**config.mk**
```make
export PLATFORM = sky130hd
export DESIGN_NAME = regfile_wb_arbiter
export DESIGN_NICKNAME = d
export VERILOG_FILES = /design/src/rtl/regfile_wb_arbiter.sv
export SDC_FILE = /design/constraint.sdc
export NUM_CORES = 1
export LEC_CHECK = 0
export CAP_MARGIN = 20
export CORE_ASPECT_RATIO = 0.8
export CORE_MARGIN = 4
export CORE_UTILIZATION = 49
export DETAILED_ROUTE_END_ITERATION = 7
export HOLD_SLACK_MARGIN = 0.05
export PLACE_DENSITY = 0.87
export SLEW_MARGIN = 20
export SYNTH_ARGS = -nofsm -noshare
export SYNTH_HDL_FRONTEND = slang
export SYNTH_SLANG_ARGS = --single-unit
```
**constraint.sdc**
```tcl
create_clock -name clk -period 6.85 [get_ports clk]
set_clock_uncertainty 0.05 [all_clocks]
set_input_delay 1.37 -clock clk [delete_from_list [all_inputs] [get_ports clk]]
set_output_delay 1.37 -clock clk [all_outputs]
set_load 0.02 [all_outputs]
```
**src/rtl/regfile_wb_arbiter.sv**
```systemverilog
// Writeback arbiter for the CPU register bank.
// Each producer has one holding entry. Held entries are granted round-robin onto the
// bank's single registered write port. Decode-stage reads are checked against entries
// that have not yet been issued.
// Optional feature macro: WB_BYPASS_EN. When defined, a read that matches exactly one
// held entry is forwarded from that entry instead of stalling.
module regfile_wb_arbiter #(
   parameter int REG_NUM    = 32,
   parameter int DATA_WIDTH = 64,
   parameter int NUM_SRC    = 2,
   localparam int AW        = $clog2(REG_NUM),
   localparam int PW        = $clog2(NUM_SRC + 1)
) (
   input  logic                           clk,
   input  logic                           reset,
   input  logic [NUM_SRC-1:0]             src_valid,
   output logic [NUM_SRC-1:0]             src_ready,
   input  logic [NUM_SRC*AW-1:0]          src_addr,
   input  logic [NUM_SRC*DATA_WIDTH-1:0]  src_data,
   output logic                           rf_write_en,
   output logic [AW-1:0]                  rf_write_addr,
   output logic [DATA_WIDTH-1:0]          rf_data_in,
   input  logic [AW-1:0]                  rd_addr_a,
   input  logic [AW-1:0]                  rd_addr_b,
   output logic                           hazard_a,
   output logic                           hazard_b,
   output logic                           fwd_valid_a,
   output logic                           fwd_valid_b,
   output logic [DATA_WIDTH-1:0]          fwd_data_a,
   output logic [DATA_WIDTH-1:0]          fwd_data_b,
   output logic [PW-1:0]                  pending
);

   localparam int PTRW = $clog2(NUM_SRC);

   logic [NUM_SRC-1:0]    held;
   logic [AW-1:0]         h_addr [NUM_SRC];
   logic [DATA_WIDTH-1:0] h_data [NUM_SRC];
   logic [PTRW-1:0]       rr_ptr;
   logic                  gnt_vld;
   logic [PTRW-1:0]       gnt_idx;
   logic [NUM_SRC-1:0]    grant;
   logic [NUM_SRC-1:0]    match_a;
   logic [NUM_SRC-1:0]    match_b;
   logic [PW-1:0]         cnt_a;
   logic [PW-1:0]         cnt_b;

   // Round-robin pick: first held entry at or after the pointer.
   always_comb begin
      int idx;
      logic [PTRW-1:0] cand;
      gnt_vld = 1'b0;
      gnt_idx = '0;
      grant   = '0;
      idx     = 0;
      cand    = '0;
      for (int k = 0; k < NUM_SRC; k++) begin
         idx  = (int'(rr_ptr) + k) % NUM_SRC;
         cand = PTRW'(idx);
         if (!gnt_vld && held[cand]) begin
            gnt_vld = 1'b1;
            gnt_idx = cand;
         end
      end
      if (gnt_vld) grant[gnt_idx] = 1'b1;
   end

   // An entry being drained this cycle can be refilled in the same cycle.
   assign src_ready = ~held | grant;

   // Holding entries: load on accepted non-x0 writes, clear on grant.
   always_ff @(posedge clk) begin
      if (reset) begin
         held <= '0;
         for (int i = 0; i < NUM_SRC; i++) begin
            h_addr[i] <= '0;
            h_data[i] <= '0;
         end
      end else begin
         for (int i = 0; i < NUM_SRC; i++) begin
            if (src_valid[i] && src_ready[i]) begin
               // x0 writes are swallowed; ready implies the entry ends up empty
               held[i] <= (src_addr[i*AW +: AW] != '0);
               if (src_addr[i*AW +: AW] != '0) begin
                  h_addr[i] <= src_addr[i*AW +: AW];
                  h_data[i] <= src_data[i*DATA_WIDTH +: DATA_WIDTH];
               end
            end else if (grant[i]) begin
               held[i] <= 1'b0;
            end
         end
      end
   end

   // Pointer advances past the winner so every held source is served in turn.
   always_ff @(posedge clk) begin
      if (reset) begin
         rr_ptr <= '0;
      end else if (gnt_vld) begin
         rr_ptr <= (gnt_idx == PTRW'(NUM_SRC - 1)) ? '0 : gnt_idx + 1'b1;
      end
   end

   // Registered bank write port; addr/data keep their last value when idle.
   always_ff @(posedge clk) begin
      if (reset) begin
         rf_write_en   <= 1'b0;
         rf_write_addr <= '0;
         rf_data_in    <= '0;
      end else begin
         rf_write_en <= gnt_vld;
         if (gnt_vld) begin
            rf_write_addr <= h_addr[gnt_idx];
            rf_data_in    <= h_data[gnt_idx];
         end
      end
   end

   // Occupancy and read-address matches against held entries (x0 never matches).
   always_comb begin
      pending = '0;
      cnt_a   = '0;
      cnt_b   = '0;
      match_a = '0;
      match_b = '0;
      for (int i = 0; i < NUM_SRC; i++) begin
         pending    = pending + PW'(held[i]);
         match_a[i] = held[i] && (rd_addr_a != '0) && (h_addr[i] == rd_addr_a);
         match_b[i] = held[i] && (rd_addr_b != '0) && (h_addr[i] == rd_addr_b);
         cnt_a      = cnt_a + PW'(match_a[i]);
         cnt_b      = cnt_b + PW'(match_b[i]);
      end
   end

`ifdef WB_BYPASS_EN
   logic [DATA_WIDTH-1:0] hit_a;
   logic [DATA_WIDTH-1:0] hit_b;

   // Data of the matching entry; only meaningful when exactly one matches.
   always_comb begin
      hit_a = '0;
      hit_b = '0;
      for (int i = 0; i < NUM_SRC; i++) begin
         if (match_a[i]) hit_a = h_data[i];
         if (match_b[i]) hit_b = h_data[i];
      end
   end

   assign fwd_valid_a = (cnt_a == PW'(1));
   assign fwd_valid_b = (cnt_b == PW'(1));
   assign fwd_data_a  = fwd_valid_a ? hit_a : '0;
   assign fwd_data_b  = fwd_valid_b ? hit_b : '0;
   assign hazard_a    = (cnt_a > PW'(1));
   assign hazard_b    = (cnt_b > PW'(1));
`else
   assign fwd_valid_a = 1'b0;
   assign fwd_valid_b = 1'b0;
   assign fwd_data_a  = '0;
   assign fwd_data_b  = '0;
   assign hazard_a    = (cnt_a != '0);
   assign hazard_b    = (cnt_b != '0);
`endif

endmodule

```
==> key figures <==
Outcome
  – Outcome: finished, final reports clean

Critical path
  – Reg2reg end: h_data[1][32]
  – Critical-path cell list: clkdlybuf4s50_1, xor2_1, nor4_1, nand3_1, a21oi_1, clkdlybuf4s50_1
  – Crit-path slowest cell: clkdlybuf4s50_1
  – WP data arrival: 3.41 ns
  – Delay-heaviest family, CP: buffers and inverters
  – Startpoint types: input pin
  – R2r startpoint: held[0]
  – Critical Path Sink Type: output pin
  – CP bufs+invs: 2
  – Kind of critical path: input pin to output pin
  – R2r worst-path depth: 7
  – R2R setup slack: 3.80 ns
  – Crit Path Max Fanout: 3
  – Crit path required time: 5.43 ns
  – Most used cell, CP: clkdlybuf4s50_1
  – CP peak stage delay: 0.70 ns

Route
  – DRT iter0 DRCs: 536
  – Drt drc: 0
  – Detailed Route WL: 23.0 mm
  – Via count: 6,432
  – First-pass DRT Iterations: 5
  – Wire per inst: 18.0 um
  – Antenna viol nets, final: 0
  – Post-DR vias/cell: 5.03

CTS
  – H-tree level count: 1
  – Clk slew on worst S/H paths: 0.06 ns
  – Clk Latency, worst-skew pair: 0.49 ns
  – Num CTS Buffers: 22
  – TritonCTS clock tree: yes
  – Setup bufs post-CTS: 0
  – CTS resizes: 0
  – Root Driver: clkbuf_16
  – Max Root-Sink Buffers: 3
  – Hold Buf Count CTS: 0
  – Clock sink count: 211

Global routing
  – First-pass GRT wire length: 35.0 mm
  – Vias in the first global route: 6,328
  – GRT Resource Usage Total: 0.192
  – Pin count of the biggest net entering global routing: 97
  – Antenna violations before repair: 1
  – GRT Residual Overflow: 0

Cells and area
  – Commonest cells after routing, fill and taps aside: 226 x clkdlybuf4s50_1, 138 x nor3b_1, 138 x edfxtp_1, 130 x conb_1
  – Fill count: 1,431
  – Most common cell after layout, fill and taps aside: clkdlybuf4s50_1
  – # nets final: 1,159
  – Area growth syn-to-layout: 27.9%
  – Number of diodes: 0
  – Layout cells sized above 1: 0.0490

Floorplan
  – Die area: 22,300 sq um
  – Row count: 45
  – Die Width: 166 um
  – CORE AREA: 19,300 sq um
  – Die H: 134 um
  – I/O pins: 358
  – Initial Util: 0.507

Placement
  – Post-DP HPWL: 15.0 mm
  – GPL Wtd Cong: 0.829
  – Setup WS pre-CTS: 2.11 ns
  – I/O Buffers: 227

Pwr
  – Leak Pwr: 4.95 nW
  – Total power: 3.44 mW
  – Pwr dens: 275 nW/um^2
  – Peak supply drop: 0.000219 V

STA
  – Slew Viols, Final: 0
  – Total Neg Setup Slack: 0 ns
  – Slew margin rel.: 0.314
  – Min Tclk post-route: 4.83 ns
  – Max Clk Rate: 207 MHz
  – Hold WS: 0.432 ns
  – Tightest Pin Transition: 1.03 ns
  – RSZ-0062 raised after global routing: false
  – Final worst-path cycle share: 0.705
  – # setup viols final: 0
  – Final-report hold violation count: 0
  – Final WS setup: 2.02 ns

Logic synthesis
  – Seq/Total Area, Yosys: 0.572
  – Mean Syn Cell Area: 12.1 sq um
  – Synth top area share: 0.423
  – Yosys warns: 0
  – Post-synth cell types: 27
  – Mapped Cells: 809
  – Yosys top cell by area: edfxtp_1
  – Register bit total from synthesis: 211
  – Area contributors post-synth: edfxtp_1 42%, dfxtp_1 15%, buf_4 11%, nor3b_1 11%, mux2i_1 7.1%
  – Post-Synthesis Cell Area: 9800 sq um

Run
  – Max_cap viols: 0

Min path
  – Hold path cells: 2
  – Hold endpoint: rf_data_in[19]
  – Worst Hold Class: flop to flop
  – Hold Crit Start: rf_data_in[19]
==> cells by family after synthesis <==
kind of cell / after synthesis / synth area share
simple gates: 229 / 0.144
flops: 211 / 0.572
buf+inv: 195 / 0.131
compound gates: 82 / 0.0618
mux: 69 / 0.0705
xor+xnor: 20 / 0.0179
fa+ha+maj: 2 / 0.00255
other cells: 1 / 0.000383
==> synthesized netlist by cell type <==
| master | instances |
|---|---|
| conb_1 | 1 |
| a32oi_2 | 1 |
| mux2i_1 | 69 |
| o21ai_0 | 2 |
| a31o_2 | 1 |
| dfxtp_1 | 73 |
| nand3_1 | 4 |
| a21oi_1 | 5 |
| or4_1 | 3 |
| xnor2_1 | 4 |
| a21o_1 | 2 |
| a211oi_1 | 69 |
| nor2_1 | 73 |
| xor2_1 | 16 |
| o21a_1 | 1 |
| nand2_1 | 5 |
| edfxtp_1 | 138 |
| buf_2 | 8 |
| nor3_1 | 1 |
| inv_1 | 3 |
| ha_1 | 2 |
| clkbuf_1 | 40 |
| nor2b_1 | 1 |
| buf_4 | 144 |
| nor4_1 | 4 |
| o21ai_1 | 1 |
| nor3b_1 | 138 |
==> where the power goes <==
group | total, mW | internal, mW | switching [mW]
registers | 1.55 | 1.49 | 0.0548
logic | 0.599 | 0.258 | 0.341
clock network | 1.29 | 0.805 | 0.489
==> worst max-delay path by stage <==
stage	from	end	slack, ns	depth (start not counted)
6_report	rd_addr_b[2]	hazard_b	2.02	6
5_1_grt	rd_addr_b[2]	hazard_b	1.94	6
4_1_cts	rd_addr_b[2]	hazard_b	2.07	6
3_5_place_dp	rd_addr_b[2]	hazard_b	2.11	6
3_3_place_gp	rd_addr_a[1]	hazard_a	2.30	6
2_1_floorplan	reset	h_addr[1][0]	2.82	4
==> flip-flops by register name, summed over array words and instances, names as in the netlist <==
signal and cells:
h_addr 10, h_data 128, held 2, rf_data_in 64
rf_write_addr 5, rf_write_en 1, rr_ptr 1
==> metrics by stage <==
step | area [sq um] | cells | utilization
2_1_floorplan | 10300 | 938 | -
3_3_place_gp | 11700 | 1238 | 0.606
3_5_place_dp | 11700 | 1238 | 0.606
4_1_cts | 12500 | 1278 | 0.647
5_1_grt | 12500 | 1279 | 0.649
6_report | 12500 | 1279 | 0.649
==> metal layers <==
| metal | vias to the layer above | share of wire | routed length [um] | global-route usage |
|---|---|---|---|---|
| met4 | 2 | 0.028 | 645 | 0.0504 |
| met3 | 43 | 0.090 | 2070 | 0.0591 |
| met1 | 3055 | 0.41 | 9370 | 0.255 |
| met5 | - | 0.00035 | 8 | 0 |
| li1 | 3058 | - | - | - |
| met2 | 274 | 0.48 | 11000 | 0.311 |
==> worst reg2reg max path, delay by kind of cell, from the launching register on <==
kind                       cells  cell delay (ns)
and+or+nand+nor                2             0.27
AOI/OAI and AO/OA              2             1.02
buffers and inverters          2             0.72
DFF                            1             0.40
adders and majority gates      1             0.30
==> area by class of cell <==
| class | count | area [sq um] | area share |
|---|---|---|---|
| sequential | 211 | 5610 | 0.447 |
| multi-input combinational | 532 | 3430 | 0.274 |
| timing repair buffer | 235 | 2350 | 0.188 |
| clock buffer | 34 | 687 | 0.0548 |
| tap | 258 | 323 | 0.0258 |
| clock inverter | 6 | 114 | 0.00909 |
| inverter | 3 | 13.8 | 0.00110 |
No activity file was read; power rests on OpenSTA's default activity.
